===== config.mk =====
export PLATFORM = sky130hd
export DESIGN_NAME = pc_stack_unit
export DESIGN_NICKNAME = d
export VERILOG_FILES = /design/src/rtl/pc_pkg.sv /design/src/rtl/pc_ras.sv /design/src/rtl/pc_stack_unit.sv
export SDC_FILE = /design/constraint.sdc
export NUM_CORES = 1
export LEC_CHECK = 0
export BUFFER_PORTS_ARGS = -buffer_cell sky130_fd_sc_hd__buf_2
export CORE_ASPECT_RATIO = 1.4
export CORE_MARGIN = 2
export CORE_UTILIZATION = 60
export DETAILED_ROUTE_END_ITERATION = 8
export PLACE_DENSITY = 0.82
export REMOVE_ABC_BUFFERS = 1
export SKIP_LAST_GASP = 1
export SYNTH_ARGS = -nofsm -noshare
export SYNTH_HDL_FRONTEND = slang
export SYNTH_SLANG_ARGS = --single-unit
export TNS_END_PERCENT = 1

===== constraint.sdc =====
create_clock -name i_CLK -period 7.53 [get_ports i_CLK]
set_input_delay 0.3765 -clock i_CLK [delete_from_list [all_inputs] [get_ports i_CLK]]
set_output_delay 0.3765 -clock i_CLK [all_outputs]
set_load 0.05 [all_outputs]

===== src/rtl/pc_pkg.sv =====
// Shared constants for the LC3 program counter with return-address stack.
package pc_pkg;

  // Next-PC select encodings driven by the control store.
  localparam logic [2:0] PCM_INC  = 3'd0;
  localparam logic [2:0] PCM_BUS  = 3'd1;
  localparam logic [2:0] PCM_ADDR = 3'd2;
  localparam logic [2:0] PCM_RET  = 3'd3;
  localparam logic [2:0] PCM_VEC  = 3'd4;

  // Default PC after reset.
  localparam logic [15:0] PC_RESET_VECTOR = 16'h0000;

endpackage


===== src/rtl/pc_ras.sv =====
// Circular hardware return-address stack. The oldest entry is overwritten on overflow.
// Strobes arrive already qualified by the PC load enable.
module pc_ras #(
  parameter int unsigned WIDTH     = 16,
  parameter int unsigned RAS_DEPTH = 8,
  parameter int unsigned CNT_W     = $clog2(RAS_DEPTH) + 1
) (
  input  logic             clk_i,
  input  logic             rst_i,
  input  logic             push_i,
  input  logic             pop_i,
  input  logic [WIDTH-1:0] wdata_i,
  output logic [WIDTH-1:0] top_o,
  output logic [CNT_W-1:0] count_o,
  output logic             empty_o,
  output logic             full_o,
  output logic             overflow_o,
  output logic             underflow_o
);

  localparam int unsigned PtrW = $clog2(RAS_DEPTH);
  localparam logic [CNT_W-1:0] CntMax = CNT_W'(RAS_DEPTH);

  logic [WIDTH-1:0] mem_q [RAS_DEPTH];
  logic [PtrW-1:0]  sp_q, sp_d;
  logic [CNT_W-1:0] cnt_q, cnt_d;
  logic             we;
  logic [PtrW-1:0]  waddr;

  assign empty_o = (cnt_q == '0);
  assign full_o  = (cnt_q == CntMax);
  assign count_o = cnt_q;
  assign top_o   = empty_o ? '0 : mem_q[sp_q];

  // Next pointer/count, write request and error events for this cycle's strobes.
  always_comb begin
    sp_d        = sp_q;
    cnt_d       = cnt_q;
    we          = 1'b0;
    waddr       = sp_q + 1'b1;
    overflow_o  = 1'b0;
    underflow_o = 1'b0;
    if (push_i && pop_i) begin
      we = 1'b1;
      if (empty_o) begin
        // Nothing to replace: degenerate into a plain push, but flag the bad pop.
        sp_d        = sp_q + 1'b1;
        cnt_d       = CNT_W'(1);
        underflow_o = 1'b1;
      end else begin
        waddr = sp_q;
      end
    end else if (push_i) begin
      we   = 1'b1;
      sp_d = sp_q + 1'b1;
      if (full_o) begin
        overflow_o = 1'b1;
      end else begin
        cnt_d = cnt_q + 1'b1;
      end
    end else if (pop_i) begin
      if (empty_o) begin
        underflow_o = 1'b1;
      end else begin
        sp_d  = sp_q - 1'b1;
        cnt_d = cnt_q - 1'b1;
      end
    end
  end

  // Pointer and occupancy registers.
  always_ff @(posedge clk_i) begin
    if (rst_i) begin
      sp_q  <= '0;
      cnt_q <= '0;
    end else begin
      sp_q  <= sp_d;
      cnt_q <= cnt_d;
    end
  end

  // Entry storage; contents are irrelevant after reset since count masks them.
  always_ff @(posedge clk_i) begin
    if (we) begin
      mem_q[waddr] <= wdata_i;
    end
  end

endmodule


===== src/rtl/pc_stack_unit.sv =====
// LC3 program counter with next-PC select and a hardware return-address stack.
module pc_stack_unit
  import pc_pkg::*;
#(
  parameter int unsigned       WIDTH        = 16,
  parameter logic [WIDTH-1:0]  RESET_VECTOR = WIDTH'(PC_RESET_VECTOR),
  parameter int unsigned       RAS_DEPTH    = 8,
  parameter int unsigned       CNT_W        = $clog2(RAS_DEPTH) + 1
) (
  input  logic             i_CLK,
  input  logic             i_Reset,
  input  logic             i_LD_PC_Control,
  input  logic [2:0]       i_PCMUX_Control,
  input  logic             i_Push,
  input  logic             i_Pop,
  input  logic             i_Clear_Err,
  input  logic [WIDTH-1:0] i_Bus,
  input  logic [WIDTH-1:0] i_Addr,
  input  logic [WIDTH-1:0] i_Vector,
  output logic [WIDTH-1:0] o_PC,
  output logic [WIDTH-1:0] o_RAS_Top,
  output logic [CNT_W-1:0] o_RAS_Count,
  output logic             o_RAS_Empty,
  output logic             o_RAS_Full,
  output logic             o_Overflow,
  output logic             o_Underflow
);

  logic [WIDTH-1:0] pc_q, pc_d;
  logic             ovf_q, ovf_d;
  logic             unf_q, unf_d;
  logic [WIDTH-1:0] pc_inc;
  logic             ras_push, ras_pop;
  logic             ras_ovf_evt, ras_unf_evt;

  assign pc_inc   = pc_q + 1'b1;
  assign ras_push = i_LD_PC_Control & i_Push;
  assign ras_pop  = i_LD_PC_Control & i_Pop;

  pc_ras #(
    .WIDTH    (WIDTH),
    .RAS_DEPTH(RAS_DEPTH),
    .CNT_W    (CNT_W)
  ) u_ras (
    .clk_i      (i_CLK),
    .rst_i      (i_Reset),
    .push_i     (ras_push),
    .pop_i      (ras_pop),
    .wdata_i    (pc_inc),
    .top_o      (o_RAS_Top),
    .count_o    (o_RAS_Count),
    .empty_o    (o_RAS_Empty),
    .full_o     (o_RAS_Full),
    .overflow_o (ras_ovf_evt),
    .underflow_o(ras_unf_evt)
  );

  // Next-PC mux and sticky error flags; a new error beats a simultaneous clear.
  always_comb begin
    pc_d = pc_q;
    if (i_LD_PC_Control) begin
      case (i_PCMUX_Control)
        PCM_INC:  pc_d = pc_inc;
        PCM_BUS:  pc_d = i_Bus;
        PCM_ADDR: pc_d = i_Addr;
        PCM_RET:  pc_d = o_RAS_Empty ? RESET_VECTOR : o_RAS_Top;
        PCM_VEC:  pc_d = i_Vector;
        default:  pc_d = pc_q;
      endcase
    end
    ovf_d = ras_ovf_evt | (ovf_q & ~i_Clear_Err);
    unf_d = ras_unf_evt | (unf_q & ~i_Clear_Err);
  end

  // PC and error flag registers.
  always_ff @(posedge i_CLK) begin
    if (i_Reset) begin
      pc_q  <= RESET_VECTOR;
      ovf_q <= 1'b0;
      unf_q <= 1'b0;
    end else begin
      pc_q  <= pc_d;
      ovf_q <= ovf_d;
      unf_q <= unf_d;
    end
  end

  assign o_PC        = pc_q;
  assign o_Overflow  = ovf_q;
  assign o_Underflow = unf_q;

endmodule


* After elaboration in Yosys (flattened, before gate mapping)
Memory sizes are Yosys's and may differ from the RTL's. A register that Yosys moved wholly into a read port is not among the register bits.
Cells that the tools add are included.
** Storage, ports and cells
- Output and inout bits :: 40
- Bits of input ports :: 57
- Bits in registers :: 25
- RAM bits :: 128
- Memories :: 1
** Memory list
- u_ras.mem_q :: depth 8, bits a word 16, read ports 1, clocked after Yosys merged registers in 1, wr ports 1, line pc_ras.sv:24 : logic [WIDTH-1:0] mem_q [RAS_DEPTH];
** Cells by class
- Reduce and logical (&&, ||, !) cells :: 8
- Add/subtract/negate cells :: 5
- Equality and inequality tests :: 8
- Bitwise gates (word level) :: 7
- Mux-type cells :: 28
** Operators by type and width (count)
- 16-bit case mux with 5 select lines :: 1
- 16-bit two-way mux :: 2
- 3-bit two-way mux :: 8
- 4-bit two-way mux :: 6
- 16-bit by 1-bit adder with 16-bit output, second input constant :: 1
- 1-bit two-way mux :: 11
- 3-bit by 2-bit equality test with 1-bit output, second input constant :: 2
- 5-bit nonzero test :: 1
- 4-bit by 1-bit adder with 4-bit output, second input constant :: 1
- 1-bit bitwise AND :: 4
- 4-bit equality test, second input constant :: 1
- 4-bit zero test :: 1
- 2-bit AND reduction :: 2
- 4-bit AND reduction :: 1
- 4-bit by 1-bit subtractor with 4-bit output, second input constant :: 1
- 3-bit by 1-bit adder with 3-bit output, second input constant :: 1
- 3-bit by 1-bit equality test with 1-bit output, second input constant :: 1
- 3-bit equality test, second input constant :: 1
- 3-bit zero test :: 1
- 3-bit by 1-bit inequality test with 1-bit output, second input constant :: 1
- 3-bit inequality test, second input constant :: 1
- 3-bit nonzero test :: 1
- 3-bit by 1-bit subtractor with 3-bit output, second input constant :: 1
- 2-bit inequality test, second input constant :: 1
- 3 further kinds :: 4

* Depth between registers and ports, before layout
- Depth after elaboration :: 7
- Depth in mapped cells :: 8
- Depth with buffers taken out :: 7

* Modules after synthesis
Synthesis repeated with hierarchy kept, for this count alone.
** Second synthesis, totals
- Cell total of the unflattened synthesis :: 530
- Area total of the unflattened synthesis :: 7363.3 sq um
** By module, submodules not included
- pc_ras :: instances 1, area each 5652.9 sq um, cells an instance 304
- pc_stack_unit :: instances 1, area each 1710.4 sq um, cells an instance 226

* Least setup slack after synthesis
No wires, ideal clock.
- Path type :: register -> register
- Start :: register u_ras.cnt_q[1] (netlist: u_ras.count_o[1])
- End :: memory u_ras.mem_q[4][0] (enable)
- Stages on the path, launching flop included :: 8
- Buffers on the path :: 2
- Arrival time :: 2451 ps
- Period minus slack after synthesis :: 2840 ps
- Required time :: 7142 ps
- Setup time :: 388 ps
- Slack :: 4690 ps
- Cells stage by stage :: dfxtp_1 buf_6 or4_4 and2_1 buf_6 nand2_2 nand4_2 nor2_1
** On the way
- Cells in the longest elaborated chain, start to end :: 3
** RTL lines
- from (decl) :: line pc_ras.sv:26 : logic [CNT_W-1:0] cnt_q, cnt_d;
- from (signal assigned) :: line pc_ras.sv:78 : cnt_q <= cnt_d;
- 4-bit zero test :: line pc_ras.sv:30 : assign empty_o = (cnt_q == '0);
- 3-bit two-way mux :: line pc_ras.sv:45 : if (empty_o) begin
- 3-bit two-way mux :: line pc_ras.sv:43 : if (push_i && pop_i) begin
- to (decl) :: line pc_ras.sv:24
Every way passes these cells.

==> summary.md <==
| Metric | Value |
|---|---|
| Status | finished clean |
| Post-DRT Antenna Nets | 0 |
| CTS tree | done |
| Synthesized netlist cell count | 547 |
| Post CTS Setup Buffer Count | 0 |
| Layout cells sized above 1 | 27.7% |
| Fmax | 354 MHz |
| Total Routing Usage GR | 29.0% |
| TritonCTS Buffers | 17 |
| Worst Tran Pin Value | 0.972 ns |
| # IOs | 97 |
| Minimum clock period | 2.82 ns |
| Routed wire length | between 15000 and 20000 um |
| Worst clock skew | between 0.01 and 0.015 ns |
| DR vias/cell | about 6.4 |
| Asr flop ratio synth | 0% |
| Initial Util | 61.8% |
| Post-Syn Area | 7380 sq um |
| Final instance count without filler cells | 800 |
| CP arrival | 2.45 ns |
| # rows | 47 |
| Gr ovfl total | 0 |
| Total core area | around 12000 sq um |
| Die outline area | 13200 sq um |
| Critical-path cell list | buf_4 > mux4_2 > mux2i_1 > nor2_1 > buf_2 |
| Ys flop type | edfxtp_1 |
| Largest net degree at the start of global routing | 36 |
| Crit path buffers/inverters | 2 |
| Vias in the first global route | 5142 |
| Ratio of final minimum period to clock period | 37.5% |
| DP HPWL | between 10000 and 15000 um |
| Post-synthesis sequential area ratio | 59.7% |
| # fillers | 860 |
| Yosys warns | 0 |
| VDD IR max | about 210 uV |
| Combinational power share | 21.4% |
| Crit path capture type | primary output |
| Tot Pwr | 0.00227 W |
| Startpoint types | register |
| DRC viols | 0 |
| WL/cell | 23.3 um |
| Register bit total from synthesis | 156 |
| H-tree Lvls | 4 |
| Pins over their slew limit | 0 |
| Post-synth EDFFs | 128 |
| Initial antenna violation count | 0 |
| Antenna cells | 0 |
| Hold Crit Class | input port to register |
| P_leak | 3.05 nW |
| Worst hold slack | 0.291 ns |
| Synthesized area per cell | 13.5 sq um |
| First-pass GRT wire length | 28600 um |
| RSZ-0062 raised after global routing | no |
| Setup violators final | 0 |
| CTS Hold Bufs | 0 |
| Crit Path Class | register to primary output |
| Max-cap violations | 0 |
| Biggest area consumer among synthesized cells | edfxtp_1 |
| Most frequent cells in the layout | 128 x edfxtp_1, 96 x buf_2, 42 x nor2_1 |
| P per Cell Area | 268 nW/um^2 |
| Number of hold violations in the final report | 0 |
| Commonest non-fill, non-tap cell in the layout | edfxtp_1 |
| Netlist cell types | 64 |
| Setup TNS Final | 0 ns |
| Post-synth top area share | between 50% and 60% |
| Worst-path fanout max | 32 |
| Power share of the clock group | 34.2% |
| Buffers added on ports | 96 |
| Root Driver | clkbuf_16 |
| Die width | 97.7 um |
| Flop pwr share | 44.4% |
| Drt pass-1 iters | 6 |
| P_int | 0.00155 W |
| Synth area leaders | edfxtp_1 52%, mux4_2 7.9%, dfxtp_1 7.6% |
| Critical path required time | 7.15 ns |
| GPL Wtd Cong | 0.891 |
| Placed cell count | 768 |
| Top cell family by delay on the critical path | multiplexers |
| Nets@finish | 702 |
| NetSw | 0.000721 W |
| Clk buf depth | 2 |
| CP max stage cell | mux4_2 |
| Reg clk slew, reported paths | 0.06 ns |
| Post_cts resized | 0 |
| Via count | just over 5000 |
| Switching share of power | 31.7% |
| Final instance area | about 8500 sq um |
| Placement-stage cell area | 7930 sq um |
| Initial DRC Count | 480 |
| Layout area overhead | 14.8% |
| Clock sink total | 156 |
| Relative slew slack | a little over a third |
| Die height | 135 um |
| Clock Latency Late Sink | around 0.42 ns |
| CP max stage delay | 0.59 ns |
layout make-up:
type,instances,area [sq um],area share [%]
Multi-Input combinational cell,340,2710,32.0
Tap cell,147,184,2.17
Sequential cell,156,4410,52.0
Timing Repair Buffer,107,563,6.65
Inverter,18,67.6,0.797
Clock buffer,17,425,5.02
Clock inverter,15,116,1.37
tightest hold or removal path, delay by kind of cell:
family / cells / cell delay, ns
compound gates: 1 / 0.06
buf+inv: 2 / 0.16
simple gates: 1 / 0.08
stage by stage:
stage                     util, %  setup WS, ns
after detailed placement     66.4          5.12
after floorplan                 -          4.61
after global placement       66.4          5.21
final                        71.0          4.71
after global routing         71.0          4.61
after CTS                    71.0          4.71
worst paths after layout:
path | end | cells after the start | slack, ns | from
worst min-delay path | o_Underflow | 4 | 0.29 | i_Clear_Err
worst max register to register | u_ras.mem_q[7][12] | 4 | 5.08 | o_PC[0]
worst max-delay path | o_RAS_Top[13] | 5 | 4.71 | register
worst min register to register | o_Underflow | 2 | 0.52 | o_Underflow
logic make-up after synthesis:
family | count (synthesis) | synth area share, %
DFF | 156 | 59.7
and+or+nand+nor | 154 | 11.4
AOI/OAI and AO/OA | 107 | 10.4
muxes | 52 | 11.5
buffers and inverters | 51 | 3.58
xor gates and xnor gates | 22 | 2.61
adders and majority gates | 5 | 0.848
routing by layer:
metal / global-route usage [%] / up-vias / wire length (um)
met2: 50.3 / 288 / 9720
met5: 0 / - / 0
met1: 35.2 / 2494 / 6900
li1: - / 2301 / -
met3: 5.83 / 54 / 1310
met4: 13.6 / 0 / 702
synth_stat cells (4+ instances only):
cell	instances
a21oi_1	26
a31oi_1	4
o22ai_1	16
or3_1	5
inv_1	17
dfxtp_1	28
buf_2	10
nor2_1	42
nand3_1	14
a22oi_1	6
buf_6	7
o221ai_1	6
o21ai_1	8
ha_1	5
mux4_2	26
edfxtp_1	128
xnor2_1	14
o21ai_0	9
nor2b_1	19
nand2b_1	14
nor3_1	6
and3_1	5
nand4_1	5
xor2_1	8
clkbuf_1	12
mux2i_1	26
and2_1	4
nand2_1	20
power groups by stage:
| stage | registers (W) | logic [W] | clock network (W) |
|---|---|---|---|
| 4_1_cts | 0.00101 | 0.000486 | 0.000783 |
| 6_report | 0.00101 | 0.000486 | 0.000777 |
| 5_1_grt | 0.00101 | 0.000516 | 0.000818 |
| 3_5_place_dp | 0.00103 | 0.000483 | 0 |
| 3_3_place_gp | 0.00102 | 0.000473 | 0 |
| 2_1_floorplan | 0.00107 | 0.000294 | 0 |
registers in the layout, indices dropped and copies added (netlist names), named ones only:
| register | cells |
|---|---|
| o_PC | 16 |
| o_Overflow | 1 |
| o_Underflow | 1 |
| u_ras.mem_q | 128 |
| u_ras.sp_q | 3 |
| u_ras.count_o | 4 |
Note: power is estimated with default switching activity, not from simulation.
